**config.mk**
```make
export PLATFORM = sky130hd
export DESIGN_NAME = sram_arbiter
export DESIGN_NICKNAME = d
export VERILOG_FILES = /design/src/rtl/gpu_mem_pkg.sv /design/src/rtl/sram_wr_fifo.sv /design/src/rtl/sram_arbiter.sv
export SDC_FILE = /design/constraint.sdc
export NUM_CORES = 1
export LEC_CHECK = 0
export CORE_ASPECT_RATIO = 0.75
export CORE_UTILIZATION = 37
export DETAILED_ROUTE_END_ITERATION = 10
export GPL_TIMING_DRIVEN = 1
export PLACE_DENSITY = 0.63
export SYNTH_ARGS = -nofsm -noshare
export SYNTH_HDL_FRONTEND = slang
export SYNTH_HIERARCHICAL = 1
export SYNTH_SLANG_ARGS = --single-unit
```
**constraint.sdc**
```tcl
create_clock -name clk -period 3.1 [get_ports clk]
set_input_delay 0.62 -clock clk [delete_from_list [all_inputs] [get_ports clk]]
set_output_delay 0.62 -clock clk [all_outputs]
set_load 0.005 [all_outputs]
```
**src/rtl/gpu_mem_pkg.sv**
```systemverilog
// Shared types and sizes for the pixel/texture SRAM path.
package gpu_mem_pkg;
   localparam int SRAM_AW = 11;
   localparam int SRAM_DW = 8;

   typedef enum logic [1:0] {
      GNT_NONE,
      GNT_RD,
      GNT_WR
   } gnt_t;
endpackage

```
**src/rtl/sram_wr_fifo.sv**
```systemverilog
// Posted-write FIFO in front of the SRAM: in-order drain plus a parallel
// address match across all live entries for read-after-write checking.
module sram_wr_fifo
   import gpu_mem_pkg::*;
#(
   parameter int AW    = SRAM_AW,
   parameter int DW    = SRAM_DW,
   parameter int DEPTH = 2
) (
   input  logic          clk,
   input  logic          rst_n,
   input  logic          push,
   input  logic [AW-1:0] push_addr,
   input  logic [DW-1:0] push_data,
   input  logic          pop,
   output logic          empty,
   output logic          full,
   output logic [AW-1:0] head_addr,
   output logic [DW-1:0] head_data,
   input  logic [AW-1:0] match_addr,
   output logic          match
);

   localparam int PW = (DEPTH > 1) ? $clog2(DEPTH) : 1;
   localparam int CW = $clog2(DEPTH + 1);

   logic [AW-1:0]    addr_q [DEPTH];
   logic [DW-1:0]    data_q [DEPTH];
   logic [DEPTH-1:0] vld_q;
   logic [PW-1:0]    wr_ptr_q;
   logic [PW-1:0]    rd_ptr_q;
   logic [CW-1:0]    cnt_q;
   logic             push_ok;
   logic             pop_ok;

   assign empty     = (cnt_q == '0);
   assign full      = (cnt_q == CW'(DEPTH));
   assign push_ok   = push && !full;
   assign pop_ok    = pop && !empty;
   assign head_addr = addr_q[rd_ptr_q];
   assign head_data = data_q[rd_ptr_q];

   // Per-entry valid bits let the hazard compare ignore stale slots.
   always_comb begin
      match = 1'b0;
      for (int i = 0; i < DEPTH; i++) begin
         if (vld_q[i] && (addr_q[i] == match_addr)) match = 1'b1;
      end
   end

   always_ff @(posedge clk or negedge rst_n) begin
      if (!rst_n) begin
         for (int i = 0; i < DEPTH; i++) begin
            addr_q[i] <= '0;
            data_q[i] <= '0;
         end
         vld_q    <= '0;
         wr_ptr_q <= '0;
         rd_ptr_q <= '0;
         cnt_q    <= '0;
      end else begin
         if (push_ok) begin
            addr_q[wr_ptr_q] <= push_addr;
            data_q[wr_ptr_q] <= push_data;
            vld_q[wr_ptr_q]  <= 1'b1;
            wr_ptr_q         <= wr_ptr_q + PW'(1);
         end
         if (pop_ok) begin
            vld_q[rd_ptr_q] <= 1'b0;
            rd_ptr_q        <= rd_ptr_q + PW'(1);
         end
         case ({push_ok, pop_ok})
            2'b10:   cnt_q <= cnt_q + CW'(1);
            2'b01:   cnt_q <= cnt_q - CW'(1);
            default: cnt_q <= cnt_q;
         endcase
      end
   end

endmodule

```
**src/rtl/sram_arbiter.sv**
```systemverilog
// Single-port SRAM arbiter: texel reads vs. posted loader writes, read
// priority during scan-out with a bounded write wait, round-robin in blanking.
module sram_arbiter
   import gpu_mem_pkg::*;
#(
   parameter int AW       = SRAM_AW,
   parameter int DW       = SRAM_DW,
   parameter int WF_DEPTH = 2,
   parameter int MAX_WAIT = 15
) (
   input  logic          clk,
   input  logic          rst_n,
   input  logic          active,
   input  logic          wr_valid,
   output logic          wr_ready,
   input  logic [AW-1:0] wr_addr,
   input  logic [DW-1:0] wr_data,
   input  logic          rd_valid,
   output logic          rd_ready,
   input  logic [AW-1:0] rd_addr,
   output logic          rd_rvalid,
   output logic [DW-1:0] rd_rdata,
   output logic          sram_cen,
   output logic          sram_wen,
   output logic [AW-1:0] sram_addr,
   output logic [DW-1:0] sram_din,
   input  logic [DW-1:0] sram_dout,
   output logic          busy
);

   localparam logic [7:0] WAIT_MAX = 8'(MAX_WAIT);

   logic          init_q;
   logic [7:0]    wait_cnt_q;
   logic          fav_wr_q;
   logic          rvalid_q;
   gnt_t          gnt;
   logic          wf_empty;
   logic          wf_full;
   logic [AW-1:0] head_addr;
   logic [DW-1:0] head_data;
   logic          hazard;
   logic          rd_elig;
   logic          wr_elig;
   logic          wf_push;
   logic          forced_wr;

   sram_wr_fifo #(
      .AW    (AW),
      .DW    (DW),
      .DEPTH (WF_DEPTH)
   ) u_wr_fifo (
      .clk        (clk),
      .rst_n      (rst_n),
      .push       (wf_push),
      .push_addr  (wr_addr),
      .push_data  (wr_data),
      .pop        (gnt == GNT_WR),
      .empty      (wf_empty),
      .full       (wf_full),
      .head_addr  (head_addr),
      .head_data  (head_data),
      .match_addr (rd_addr),
      .match      (hazard)
   );

   // init_q keeps both ports closed until the first edge after reset release.
   assign wr_ready  = init_q && !wf_full;
   assign wf_push   = wr_valid && wr_ready;
   assign rd_elig   = init_q && rd_valid && !hazard;
   assign wr_elig   = init_q && !wf_empty;
   assign forced_wr = wr_elig && (wait_cnt_q == WAIT_MAX);

   always_comb begin
      gnt = GNT_NONE;
      if (active) begin
         if (rd_elig && !forced_wr) gnt = GNT_RD;
         else if (wr_elig)          gnt = GNT_WR;
      end else if (rd_elig && wr_elig) begin
         gnt = fav_wr_q ? GNT_WR : GNT_RD;
      end else if (rd_elig) begin
         gnt = GNT_RD;
      end else if (wr_elig) begin
         gnt = GNT_WR;
      end
   end

   always_comb begin
      sram_addr = '0;
      sram_din  = '0;
      case (gnt)
         GNT_RD: sram_addr = rd_addr;
         GNT_WR: begin
            sram_addr = head_addr;
            sram_din  = head_data;
         end
         default: ;
      endcase
   end

   assign rd_ready  = (gnt == GNT_RD);
   assign sram_cen  = (gnt == GNT_NONE);
   assign sram_wen  = (gnt != GNT_WR);
   assign rd_rvalid = rvalid_q;
   assign rd_rdata  = sram_dout;
   assign busy      = !wf_empty || rvalid_q;

   always_ff @(posedge clk or negedge rst_n) begin
      if (!rst_n) begin
         init_q     <= 1'b0;
         wait_cnt_q <= '0;
         fav_wr_q   <= 1'b1;
         rvalid_q   <= 1'b0;
      end else begin
         init_q   <= 1'b1;
         rvalid_q <= (gnt == GNT_RD);
         if (wf_empty || gnt == GNT_WR)  wait_cnt_q <= '0;
         else if (wait_cnt_q != WAIT_MAX) wait_cnt_q <= wait_cnt_q + 8'd1;
         if (!active && rd_elig && wr_elig) fav_wr_q <= !fav_wr_q;
      end
   end

endmodule
```
After elaboration in Yosys (flattened, before gate mapping)
Index checks and enable logic that the tools add are counted.
{"block": "word_totals", "ff_bits": 55, "input_bits": 43, "wordCells": 99}
{"block": "op_classes", "n_addsub": 5, "order_cmp": 7, "n_eq_ne": 10, "n_mux": 31, "n_bitwise": 5, "n_reduce_logical": 29}
{"op": "$mux 8", "count": 7}
{"op": "$mux 11", "count": 4}
{"op": "$bwmux 22", "count": 1}
{"op": "$eq 11x11->1", "count": 2}
{"op": "$pmux 11 s2", "count": 1}
{"op": "$logic_and 1x1->1", "count": 17}
{"op": "$bwmux 16", "count": 1}
{"op": "$mux 2", "count": 8}
{"op": "$demux 11 s1", "count": 1}
{"op": "$add 8x1->8 const B", "count": 1}
{"op": "$demux 8 s1", "count": 1}
{"op": "$eq 8x4->1 const B", "count": 1}
{"op": "$ne 8x4->1 const B", "count": 1}
{"op": "$eq 2x2->1 const B", "count": 3}
{"op": "$logic_not 1->1", "count": 6}
{"op": "$eq 2x1->1 const B", "count": 2}
{"op": "$ge 2x2->1 const B", "count": 2}
{"op": "$logic_not 2->1", "count": 2}
{"op": "$lt 1x2->1 const B", "count": 2}
{"op": "$mux 1", "count": 4}
{"op": "$not 1->2", "count": 2}
{"op": "$pmux 2 s2", "count": 1}
{"op": "$reduce_bool 2->1", "count": 2}
{"op": "$add 1x1->1 const B", "count": 2}
{"op": "other kinds (10)", "count": 13}

Depth between registers and ports, before layout
Gate-level depths: netlist of the first run.
{"block": "depth", "ltp_word": 13, "ltp_mapped": 14, "ltp_nobuf": 14}

Modules after synthesis
Netlist of the first run, hierarchy kept.
{"module": "sram_wr_fifo", "n_inst": 1, "cells_per_inst": 155, "area_each_um2": 2208.4, "seq_area_each_um2": 1101.1}
{"module": "sram_arbiter", "n_inst": 1, "cells_per_inst": 111, "area_each_um2": 942.2, "seq_area_each_um2": 276.5}

Worst setup path before layout of the first run
Ideal clock, no wire load.
{"block": "synth_timing", "path_type": "input to output", "startpoint": "input rd_addr[4]", "endpoint": "output sram_addr[0]", "arrival_time_ns": 2.550, "setup_slack_ns": -0.070, "cell_stages": 11, "path_buffers": 1, "path_cell_list": "xor2_1 > nor4_1 > nand4_1 > o22ai_1 > nor2b_1 > and3_1 > a32oi_1 > ha_1 > clkbuf_1 > a22oi_1 > nor2_1"}
{"block": "synth_between", "elab_chain_len": 11}
{"item": "from (decl)", "line": "sram_arbiter.sv:20", "source": "input logic [AW-1:0] rd_addr,"}
{"item": "$eq 11x11->1", "line": "sram_wr_fifo.sv:47", "source": "if (vld_q[i] && (addr_q[i] == match_addr)) match = 1'b1;"}
{"item": "$logic_and 1x1->1", "line": "sram_wr_fifo.sv:47"}
{"item": "$mux 1", "line": "sram_wr_fifo.sv:47"}
{"item": "$mux 1 *", "line": "sram_wr_fifo.sv:47"}
{"item": "via hazard", "line": "sram_arbiter.sv:42", "source": "logic hazard;"}
{"item": "$logic_not 1->1 *", "line": "sram_arbiter.sv:70", "source": "assign rd_elig = init_q && rd_valid && !hazard;"}
{"item": "$logic_and 1x1->1 *", "line": "sram_arbiter.sv:70"}
{"item": "$mux 2, or another cell as far along", "line": "sram_arbiter.sv:81", "source": "end else if (rd_elig) begin"}
{"item": "$mux 2, on equally long branches", "line": "sram_arbiter.sv:79, sram_arbiter.sv:77"}
{"item": "$mux 2 *", "line": "sram_arbiter.sv:76", "source": "if (active) begin"}
{"item": "$eq 2x2->1 / $eq 2x1->1 (equally long branches)", "line": "sram_arbiter.sv:91", "source": "case (gnt)"}
{"item": "$pmux 11 s2 *", "line": "sram_arbiter.sv:91"}
{"item": "to (decl)", "line": "sram_arbiter.sv:25", "source": "output logic [AW-1:0] sram_addr,"}
Mark *: on every way through the listed nets, which the timed path passes. The rest lies on a longest branch.

Worst setup path in the final report of the first run
{"block": "layout_timing", "startpoint": "register wait_cnt_q[5]", "endpoint": "output sram_addr[7]"}
{"block": "layout_between", "elab_chain_len": 8}
{"item": "from (decl)", "line": "sram_arbiter.sv:34", "source": "logic [7:0] wait_cnt_q;"}
{"item": "from (signal assigned)", "line": "sram_arbiter.sv:118", "source": "else if (wait_cnt_q != WAIT_MAX) wait_cnt_q <= wait_cnt_q + 8'd1;"}
{"item": "$eq 8x4->1 *", "line": "sram_arbiter.sv:72", "source": "assign forced_wr = wr_elig && (wait_cnt_q == WAIT_MAX);"}
{"item": "$logic_and 1x1->1 *", "line": "sram_arbiter.sv:72"}
{"item": "$logic_not 1->1 *", "line": "sram_arbiter.sv:77", "source": "if (rd_elig && !forced_wr) gnt = GNT_RD;"}
{"item": "$logic_and 1x1->1 *", "line": "sram_arbiter.sv:77"}
{"item": "$mux 2 *", "line": "sram_arbiter.sv:77"}
{"item": "$mux 2 *", "line": "sram_arbiter.sv:76"}
{"item": "$eq 2x2->1 / $eq 2x1->1 (equally long branches)", "line": "sram_arbiter.sv:91"}
{"item": "$pmux 11 s2 *", "line": "sram_arbiter.sv:91"}
Every way passes the cells marked *; elsewhere a longest branch is shown, timed or not.

==> reports/metrics.yaml, run 1 <==
layout:
  regArea_um2: 1378
  fin_util_pct: 61.96
  layout.nets: 440
  multi_input_area_um2: 2041
  diodes: 0
  synthToLayoutAreaGrowth_pct: 58.46
  drive_above_1_share_pct: 64.03
  final.fill_count: 640
timing:
  layout_min_cycle_time_ns: 3.393
  skew_ns: 0.01133
  slew_headroom_pct: 36.88
  slew_violations: 0
  whs_ns: 0.4736
  final.setup.worst_slack_ns: -0.2933
  totalNegativeSetupSlack_ns: -5.417
  hold_violations: 0
  clock.fmax_mhz: 294.7
  finalSetupViolCount: 26
  rsz0062_at_grt: "yes"
  worstMarginPinSlew_ns: 0.9468
  finalCritPeriodShare_pct: 109.5
drt:
  viasPerCell: 5.103
  wl_per_cell_um: 17.55
  ant_nets: 0
  wl_mm: 8.724
  drc: 0
  drtIter0Drc: 102
  dr.pass1.iters: 4
  num_vias: 2536
synthesis:
  ys_ff_latch: 55
  synth_top_family_by_area: "multiplexers"
  synth_async_sr_flop_share_pct: 100.0
  synth_top_area_share_pct: 42.89
  synthAdderAreaFrac_pct: 2.383
  yosys.area.top_type: "dfrtp_1"
  synth_cells: 266
  synthDistinctLibCells: 47
  muxShareOfSynthArea_pct: 21.56
  netlist_top_cells_area: "dfrtp_1, mux2_2, mux2_4"
  syn-num-nets: 315
  synthSimpleGateAreaFrac_pct: 11.87
  synthFlopType: "dfrtp_1"
  avgSynthCellArea_um2: 11.84
  synth-compound-area-share_pct: 7.506
  yosysWarnings: 6
  synth_edf_count: 0
  syn_area_um2: 3151
  synth-xor-area-share_pct: 8.340
  synth-seq-area-share_pct: 43.73
worst_setup_path:
  worstPathArrival_ns: 2.77
  cp_top_family: "simple AND/OR/NAND/NOR gates"
  max_stage_delay_ns: 0.55
  path_buf_inv: 3
  cp.required_ns: 2.48
  r2r-end: "wait_cnt_q[5]"
  crit_fanout: 8
  r2r_slack_ns: -0.14
  reg2regPathDepth: 15
  start_kind: "flip-flop"
  end_kind: "primary output"
  path_cells: "or3_4, or4b_4, buf_6, a31o_2, ha_4, buf_6, a22oi_2, nor2_4, buf_2"
  r2r_start: "u_wr_fifo/addr_q[17]"
  path_class: "reg -> out"
  cpMostUsedCell: "buf_6"
  crit_slowest_cell: "or4b_4"
pwr:
  p_int_mw: 2.826
  power.total_mw: 4.292
  clockPowerShare_pct: 15.3
  power.leakage_nw: 2.155
  vdd_drop_max_mv: 0.3883
  swShare_pct: 34.15
  p_sw_mw: 1.466
  power_frac_seq_pct: 31.4
  power.density_nw_per_um2: 859.7
  share_comb_of_total_power_pct: 53.3
cts:
  cts_inserted_buffers: 5
  clkSlewWorstSetupHoldPaths_ns: 0.08
  cts-htree-levels: 2
  clock-sinks: 55
  root_buffer: "clkbuf_16"
  cts_tree: "done"
  clk_latency_ns: 0.30
  clock_path_buffers: 2
flow_run:
  cap_violations: 0
floorplanning:
  die_x_um: 108.6
  rows: 28
  initial_core_util_pct: 39.10
  io_pins: 76
  core_um2: 8058
  fp.dieH_um: 81.92
  die_area_um2: 8892
global_route:
  grt_antenna_before_repair: 0
  track_usage_pct: 20.16
  gr-total-overflow: 0
  grt_max_degree: 42
  grt_pass1_wl_mm: 13.49
  first_global_vias: 2683
placement:
  place.gp.congestion: 0.7817
  dpl.hpwl_mm: 5.153
  pre_cts_ws_ns: -1.246
  port-buffer-count: 59
worst_hold_path:
  hold_path.class: "in -> async"
outcome:
  failed_checks: "negative setup slack"
  status: "finished, violations left"
registers in the layout (all words and copies together) (netlist names):
name and count:
fav_wr_q 1, init_q 1, rd_rvalid 1, u_wr_fifo/addr_q 22
u_wr_fifo/cnt_q 2, u_wr_fifo/data_q 16, u_wr_fifo/rd_ptr_q 1, u_wr_fifo/vld_q 2
u_wr_fifo/wr_ptr_q 1, wait_cnt_q 8
cells in the mapped netlist, drive strengths merged, types with 2 or more instances:
cell / count
a221oi: 2
inv: 4
a31oi: 2
buf: 13
nor2b: 2
a21oi: 5
xnor2: 14
o21ai: 4
and2: 9
a22oi: 11
clkbuf: 6
xor2: 16
nand2b: 4
ha: 6
nand4: 5
o22ai: 2
mux2: 57
or3: 6
nor4: 4
nor2: 16
nand2: 4
dfrtp: 54
or2: 2
nand3: 4
layout make-up:
class	count	area share, %
well taps	105	2.632
multi-input cells	188	40.88
repair buffers	137	25.11
inverters	4	0.3509
flip-flops and latches	55	27.59
clock buffers	5	2.506
clock inverters	3	0.9273
worst max-delay path by stage:
stage	slack, ns	depth (start not counted)	endpoint	startpoint
final	-0.29	9	sram_addr[7]	wait_cnt_q[5]
after global routing	-0.43	12	sram_addr[2]	u_wr_fifo/addr_q[15]
after CTS	-0.34	16	sram_addr[1]	rd_addr[4]
after detailed placement	-1.25	12	sram_addr[9]	rd_addr[2]
after global placement	-1.17	12	sram_addr[9]	rd_addr[4]
after floorplan	0.002	11	sram_addr[7]	rd_addr[4]
kinds of logic (layout without fill, tap and decap cells):
kind of cell	after synthesis	in the layout
other	1	1
buffers and inverters	23	149
xor gates and xnor gates	30	30
DFF	55	55
and+or+nand+nor	62	62
AOI/OAI and AO/OA	32	32
adders and majority gates	6	6
muxes	57	57
power by group through the flow:
stage               registers, mW  logic, mW  clock network [mW]
finish                       1.35       2.29               0.656
global route                 1.39       2.44               0.697
CTS                          1.32       2.12               0.670
detailed placement           1.32       1.69                   0
global placement             1.31       1.68                   0
floorplan                    1.26       1.08                   0
metrics by stage:
stage                     std cells  cell area, um2
after floorplan                 266            3152
after global placement          458            4106
after detailed placement        458            4106
after CTS                       495            4787
after global routing            497            4992
final                           497            4992
placed cells by master, fill, tap and decap left out, drive strengths merged, types with 2 or more instances in the layout:
cell type | synthesis | routed
nor4 | 4 | 4
ha | 6 | 6
o21ai | 4 | 4
a221oi | 2 | 2
a31oi | 2 | 2
or3 | 6 | 6
nand4 | 5 | 5
inv | 4 | 5
xnor2 | 14 | 14
dfrtp | 54 | 54
mux2 | 57 | 57
a21oi | 5 | 5
nand2b | 4 | 4
nor2 | 16 | 16
nor2b | 2 | 2
clkdlybuf4s50 | 0 | 25
and2 | 9 | 9
or2 | 2 | 2
clkbuf | 6 | 6
nand2 | 4 | 4
nand3 | 4 | 4
o22ai | 2 | 2
a22oi | 11 | 11
buf | 13 | 111
xor2 | 16 | 16
per-layer routing:
metal  up-vias  global-route usage [%]  routed length (um)
li1       1182                       -                   -
met1      1276                   26.49                4126
met2        64                   34.11                4175
met3        14                   3.730                 293
met4         0                   5.541                 129
met5         -                       0                   0
repair_timing:
action                     in CTS  in global routing
setup endpoints to repair      34                 34
hold buffers                    0                  0
hold endpoints to repair        0                  0
pin swaps                      39                 34
gates cloned                    3                  0
gates resized for setup       206                 56
buffers inserted               26                  7
Power figures use the tool's default switching activity.
==> run 2: changes to the inputs <==
--- a/config.mk
+++ b/config.mk
@@ -8,8 +8,9 @@
 export CORE_ASPECT_RATIO = 0.75
 export CORE_UTILIZATION = 37
 export DETAILED_ROUTE_END_ITERATION = 10
+export DONT_BUFFER_PORTS = 1
 export GPL_TIMING_DRIVEN = 1
-export PLACE_DENSITY = 0.63
+export PLACE_DENSITY = 0.51
 export SYNTH_ARGS = -nofsm -noshare
 export SYNTH_HDL_FRONTEND = slang
 export SYNTH_HIERARCHICAL = 1
==> run 2 against run 1 <==
The flow still finishes with violations (negative setup slack). Via count decreased by 16%. Final area decreased by 22%. Routed wire length decreased by 15%. Critical endpoint is now sram_addr[4]. Largest power group unchanged.
==> reports/metrics.yaml, run 2 (synthesis gave the netlist of run 1 again) <==
cts:
  root_buffer: "clkbuf_16"
  clock-sinks: 55  # unchanged
  clkSlewWorstSetupHoldPaths_ns: 0.07  # about the same
  clock_path_buffers: 2  # unchanged
  clk_latency_ns: 0.30  # about the same
  cts_tree: "done"
  cts-htree-levels: 2  # unchanged
  cts_inserted_buffers: 5  # unchanged
worst_setup_path:
  path_buf_inv: 3  # unchanged
  crit_fanout: 6  # -2
  max_stage_delay_ns: 0.41  # -0.14 ns
  cp.required_ns: 2.48  # about the same
  cpMostUsedCell: "buf_6"
  worstPathArrival_ns: 2.60  # -0.17 ns
  crit_slowest_cell: "dfrtp_1"
  start_kind: "flip-flop"
  path_class: "reg -> out"
  cp_top_family: "compound AO/OA/AOI/OAI gates"
  path_cells: "xor2_1, nor4_1, nand4_1, o22ai_2, nor2b_2, buf_6, buf_6, a31o_4, ha_4, buf_12, a22oi_2, nor2_4"
  end_kind: "primary output"
layout:
  largest_reg_flops: 22  # unchanged
  layout.nets: 340  # -23%
  diodes: 0  # unchanged
  regMostFlops: "u_wr_fifo/addr_q"
  mostFrequentLayoutCells: "dfrtp_1, mux2_2, buf_4, xor2_1, xnor2_1"
  fin_util_pct: 48.49  # -13 points
  drive_above_1_share_pct: 51.37  # -13 points
  layout_commonest_cell: "dfrtp_1"
  reg_top3: "u_wr_fifo/addr_q x22, u_wr_fifo/data_q x16, wait_cnt_q x8"
  synthToLayoutAreaGrowth_pct: 24.03
  fin_area_um2: 3908  # -22%
global_route:
  grt_antenna_before_repair: 0  # unchanged
  gr-total-overflow: 0  # unchanged
  track_usage_pct: 17.91  # -2.2 points
  grt_max_degree: 34  # -19%
  first_global_vias: 2242  # -16%
  grt_pass1_wl_mm: 11.79  # -13%
floorplanning:
  die_area_um2: 8892  # unchanged
  io_pins: 76  # unchanged
  fp.dieH_um: 81.92  # unchanged
  die_x_um: 108.6  # unchanged
  initial_core_util_pct: 39.10  # unchanged
  rows: 28  # unchanged
  core_um2: 8058  # unchanged
drt:
  viasPerCell: 5.353  # +4.9%
  wl_mm: 7.426  # -15%
  drc: 0  # unchanged
  dr.pass1.iters: 4  # unchanged
  drtIter0Drc: 45  # -56%
  ant_nets: 0  # unchanged
  wl_per_cell_um: 18.71  # +6.6%
  num_vias: 2125  # -16%
placement:
  port-buffer-count: 0  # -100%
  place.gp.congestion: 0.8088  # +3.5%
  placedInstanceArea_um2: 3341  # -19%
  dpl.hpwl_mm: 4.818  # -6.5%
timing:
  totalNegativeSetupSlack_ns: -1.672  # +3.746 ns
  worstMarginPinSlew_ns: 0.6961  # -0.2508 ns
  layout_min_cycle_time_ns: 3.223  # -0.1707 ns
  finalCritPeriodShare_pct: 104.0  # -5.5 points
  skew_ns: 0.007599  # -0.003731 ns
  slew_violations: 0  # unchanged
  slew_headroom_pct: 53.59  # +17 points
  finalSetupViolCount: 19  # -27%
  hold_violations: 0  # unchanged
  rsz0062_at_grt: "yes"
  clock.fmax_mhz: 310.3  # +5.3%
  final.setup.worst_slack_ns: -0.1226  # +0.1707 ns
flow_run:
  cap_violations: 0  # unchanged
pwr:
  vdd_drop_max_mv: 0.4192  # +8.0%
  power.density_nw_per_um2: 921.4  # +7.2%
  power.leakage_nw: 1.598  # -26%
  power.total_mw: 3.601  # -16%
outcome:
  failed_checks: "negative setup slack"
  status: "finished, violations left"
worst_hold_path:
  hold_path.class: "in -> async"
run 2: through the flow:
step                setup slack, ns  std cells  hold slack (ns)
floorplan                  0.001905        266           0.3244
global placement            -0.1450        375           0.3257
detailed placement          -0.1289        375           0.3255
CTS                        -0.06769        389         0.001616
global route                -0.2624        397       0.00002720
finish                      -0.1226        397          0.01316
run 2: power breakdown:
group | switching [mW] | internal, mW
logic | 0.666 | 0.992
registers | 0.301 | 1.05
clock network | 0.286 | 0.306
total | 1.25 | 2.35
run 2: routing by layer:
layer	track usage (%)	routed length (um)	up-vias
met3	5.079	456	8
li1	-	-	1005
met5	0	0	-
met1	22.90	3442	1061
met4	6.892	91	0
met2	28.80	3436	51
run 2: area by class of cell:
cell class                 count  area [um2]
clock buffer                   5       125.1
clock inverter                 3       25.02
fill                         726        4150
inverter                       4       20.02
multi-input combinational    188        1853
sequential                    55        1378
tap                          105       131.4
timing repair buffer          37       375.4
run 2: worst paths after layout:
kind,startpoint,to,slack [ns],cells after the start
min in group clk,wr_addr[8],u_wr_fifo/addr_q[19],0.45,1
worst max-delay path,u_wr_fifo/addr_q[17],sram_addr[4],-0.12,12
max in group asynchronous,rst_n,wait_cnt_q[5],2.78,1
worst min-delay path,rst_n,u_wr_fifo/addr_q[16],0.01,0
worst max register to register,u_wr_fifo/addr_q[9],wait_cnt_q[5],0.18,12
worst min register to register,u_wr_fifo/data_q[9],u_wr_fifo/data_q[9],0.51,1
run 2: repair_timing:
action                                  in CTS  in global routing
pin swaps                                   15                 10
resized for setup                           44                 21
endpoints found under the setup margin      21                 25
cloned                                       0                  1
hold endpoints to repair                    33                  0
buffers inserted                             5                  7
hold buffers                                 1                  0
==> run 3: changes to the inputs <==
--- a/config.mk
+++ b/config.mk
@@ -10,6 +10,7 @@
 export DETAILED_ROUTE_END_ITERATION = 10
 export DONT_BUFFER_PORTS = 1
 export GPL_TIMING_DRIVEN = 1
+export HOLD_SLACK_MARGIN = 0.1
 export PLACE_DENSITY = 0.51
 export SYNTH_ARGS = -nofsm -noshare
 export SYNTH_HDL_FRONTEND = slang
==> constraint.sdc (replaced) <==
create_clock -name clk -period 3.1 [get_ports clk]
set_input_delay 0.465 -clock clk [delete_from_list [all_inputs] [get_ports clk]]
set_output_delay 0.465 -clock clk [all_outputs]
set_load 0.005 [all_outputs]
==> run 3 against run 2 <==
The flow now finishes without violations. Clock-buffer cell count did not move. Worst setup slack improved by 0.16 ns. Worst hold slack improved by 0.30 ns. Die area did not move. Register-to-register slack barely moved. First-iteration DRC count rose by 49%. Combinational power fell by 11%. Largest power group unchanged.
==> reports/metrics.yaml, run 3 (synthesis gave the netlist of run 1 again) <==
worst_setup_path:
  crit_fanout: 12  # +6
  path_buf_inv: 3  # unchanged
  cp.required_ns: 2.63  # +0.15 ns
  r2r_start: "u_wr_fifo/addr_q[9]"
  end_kind: "primary output"
  path_cells: "xor2_2, nor4_2, nand4_1, o22ai_2, nor2b_4, buf_6, a32oi_4, buf_6, ha_4, buf_12, and2_4"
  path_class: "reg -> out"
  crit_slowest_cell: "dfrtp_1"
  cpMostUsedCell: "buf_6"
  max_stage_delay_ns: 0.41  # about the same
  r2r_slack_ns: 0.19  # about the same
  r2r-end: "wait_cnt_q[5]"
  cp_top_family: "simple AND/OR/NAND/NOR gates"
  start_kind: "flip-flop"
  reg2regPathDepth: 12  # unchanged
  startpoint: "u_wr_fifo/addr_q[15]"
  worstPathArrival_ns: 2.60  # about the same
cts:
  cts-htree-levels: 2  # unchanged
  clock_path_buffers: 2  # unchanged
  clkSlewWorstSetupHoldPaths_ns: 0.07  # about the same
  cts_inserted_buffers: 5  # unchanged
  clk_latency_ns: 0.30  # about the same
  clock-sinks: 55  # unchanged
  root_buffer: "clkbuf_16"
  cts_tree: "done"
layout:
  reg_top3: "u_wr_fifo/addr_q x22, u_wr_fifo/data_q x16, wait_cnt_q x8"
  synthToLayoutAreaGrowth_pct: 17.87
  regArea_um2: 1378  # unchanged
  regMostFlops: "u_wr_fifo/addr_q"
  largest_reg_flops: 22  # unchanged
  final.fill_count: 757  # +4.3%
  fin_util_pct: 46.09  # -2.4 points
  layout_commonest_cell: "dfrtp_1"
  drive_above_1_share_pct: 46.59  # -4.8 points
  mostFrequentLayoutCells: "dfrtp_1, mux2_2, buf_4, xor2_1, xnor2_1"
  multi_input_area_um2: 1787  # -3.6%
  diodes: 0  # unchanged
  fin_area_um2: 3714  # -5.0%
  layout.nets: 327  # -3.8%
global_route:
  gr-total-overflow: 0  # unchanged
  grt_antenna_before_repair: 0  # unchanged
  first_global_vias: 2070  # -7.7%
  grt_pass1_wl_mm: 11.05  # -6.3%
  track_usage_pct: 16.55  # -1.4 points
  grt_max_degree: 56  # +65%
drt:
  wl_per_cell_um: 18.64  # -0.33%
  ant_nets: 0  # unchanged
  num_vias: 2018  # -5.0%
  viasPerCell: 5.255  # -1.8%
  dr.pass1.iters: 4  # unchanged
  wl_mm: 7.159  # -3.6%
  drtIter0Drc: 67  # +49%
  drc: 0  # unchanged
floorplanning:
  initial_core_util_pct: 39.10  # unchanged
  core_um2: 8058  # unchanged
  die_x_um: 108.6  # unchanged
  io_pins: 76  # unchanged
  fp.dieH_um: 81.92  # unchanged
  die_area_um2: 8892  # unchanged
  rows: 28  # unchanged
pwr:
  vdd_drop_max_mv: 0.3869  # -7.7%
  power.density_nw_per_um2: 918.3  # -0.34%
  power.leakage_nw: 1.525  # -4.6%
  power.total_mw: 3.410  # -5.3%
timing:
  slew_headroom_pct: 58.17  # +4.6 points
  layout_min_cycle_time_ns: 3.066  # -0.1571 ns
  slew_violations: 0  # unchanged
  worstMarginPinSlew_ns: 0.6274  # -0.06865 ns
  skew_ns: 0.007611  # +0.00001155 ns
  clock.fmax_mhz: 326.2  # +5.1%
  finalSetupViolCount: 0  # -19
  finalCritPeriodShare_pct: 98.89  # -5.1 points
  hold_violations: 0  # unchanged
  rsz0062_at_grt: "yes"
flow_run:
  cap_violations: 0  # unchanged
worst_hold_path:
  hold_path.class: "in -> reg"
  hold_start: "wr_addr[8]"
  hold_path_depth: 1
  whs_endpoint: "u_wr_fifo/addr_q[19]"
placement:
  placedInstanceArea_um2: 3263  # -2.3%
  port-buffer-count: 0  # unchanged
  place.gp.congestion: 0.7562  # -6.5%
  dpl.hpwl_mm: 4.719  # -2.0%
outcome:
  status: "finished clean"
## run 3: metrics by stage
step / setup WS [ns] / instances / hold WS (ns) / TNS [ns]
after floorplan: 0.2396 / 266 / 0.1694 / 0
after global placement: 0.05255 / 363 / 0.1708 / 0
after detailed placement: 0.01901 / 363 / 0.1707 / 0
after CTS: 0.01272 / 376 / 0.3025 / 0
after global routing: -0.1440 / 384 / 0.2957 / -2.581
final: 0.03450 / 384 / 0.3099 / 0
## run 3: layout make-up
cell class                 instances  area share [%]
clock inverter                     3          0.6739
multi-input combinational        188           48.11
sequential                        55           37.10
clock buffer                       5           3.369
timing repair buffer              24           6.806
tap                              105           3.538
inverter                           4          0.4043
## run 3: worst max-delay path by stage
stage	endpoint	slack (ns)	depth (start not counted)
floorplan	sram_addr[0]	0.24	11
global placement	sram_addr[9]	0.05	10
detailed placement	sram_addr[9]	0.02	10
CTS	sram_din[6]	0.01	11
global route	sram_din[0]	-0.14	11
finish	sram_din[0]	0.03	11
## run 3: what timing repair did
action	CTS	global route
endpoints found under the setup margin	20	23
resized for setup	13	27
hold buffers	2	0
pin swaps	3	8
cloned	0	1
setup buffers	3	7
endpoints found under the hold margin	55	0
## run 3: power by group
| group | switching (mW) | leakage [nW] | internal [mW] | total (mW) |
|---|---|---|---|---|
| registers | 0.295 | 0.667 | 1.05 | 1.34 |
| clock network | 0.280 | 0.0700 | 0.303 | 0.583 |
| logic | 0.600 | 0.788 | 0.883 | 1.48 |
| total | 1.17 | 1.53 | 2.24 | 3.41 |
## run 3: layer usage
layer / global-route usage [%] / up-vias / wire [um]
li1: - / 964 / -
met1: 22.92 / 1002 / 3525
met2: 25.44 / 44 / 3201
met3: 4.127 / 8 / 358
met4: 5.000 / 0 / 74
met5: 0 / - / 0
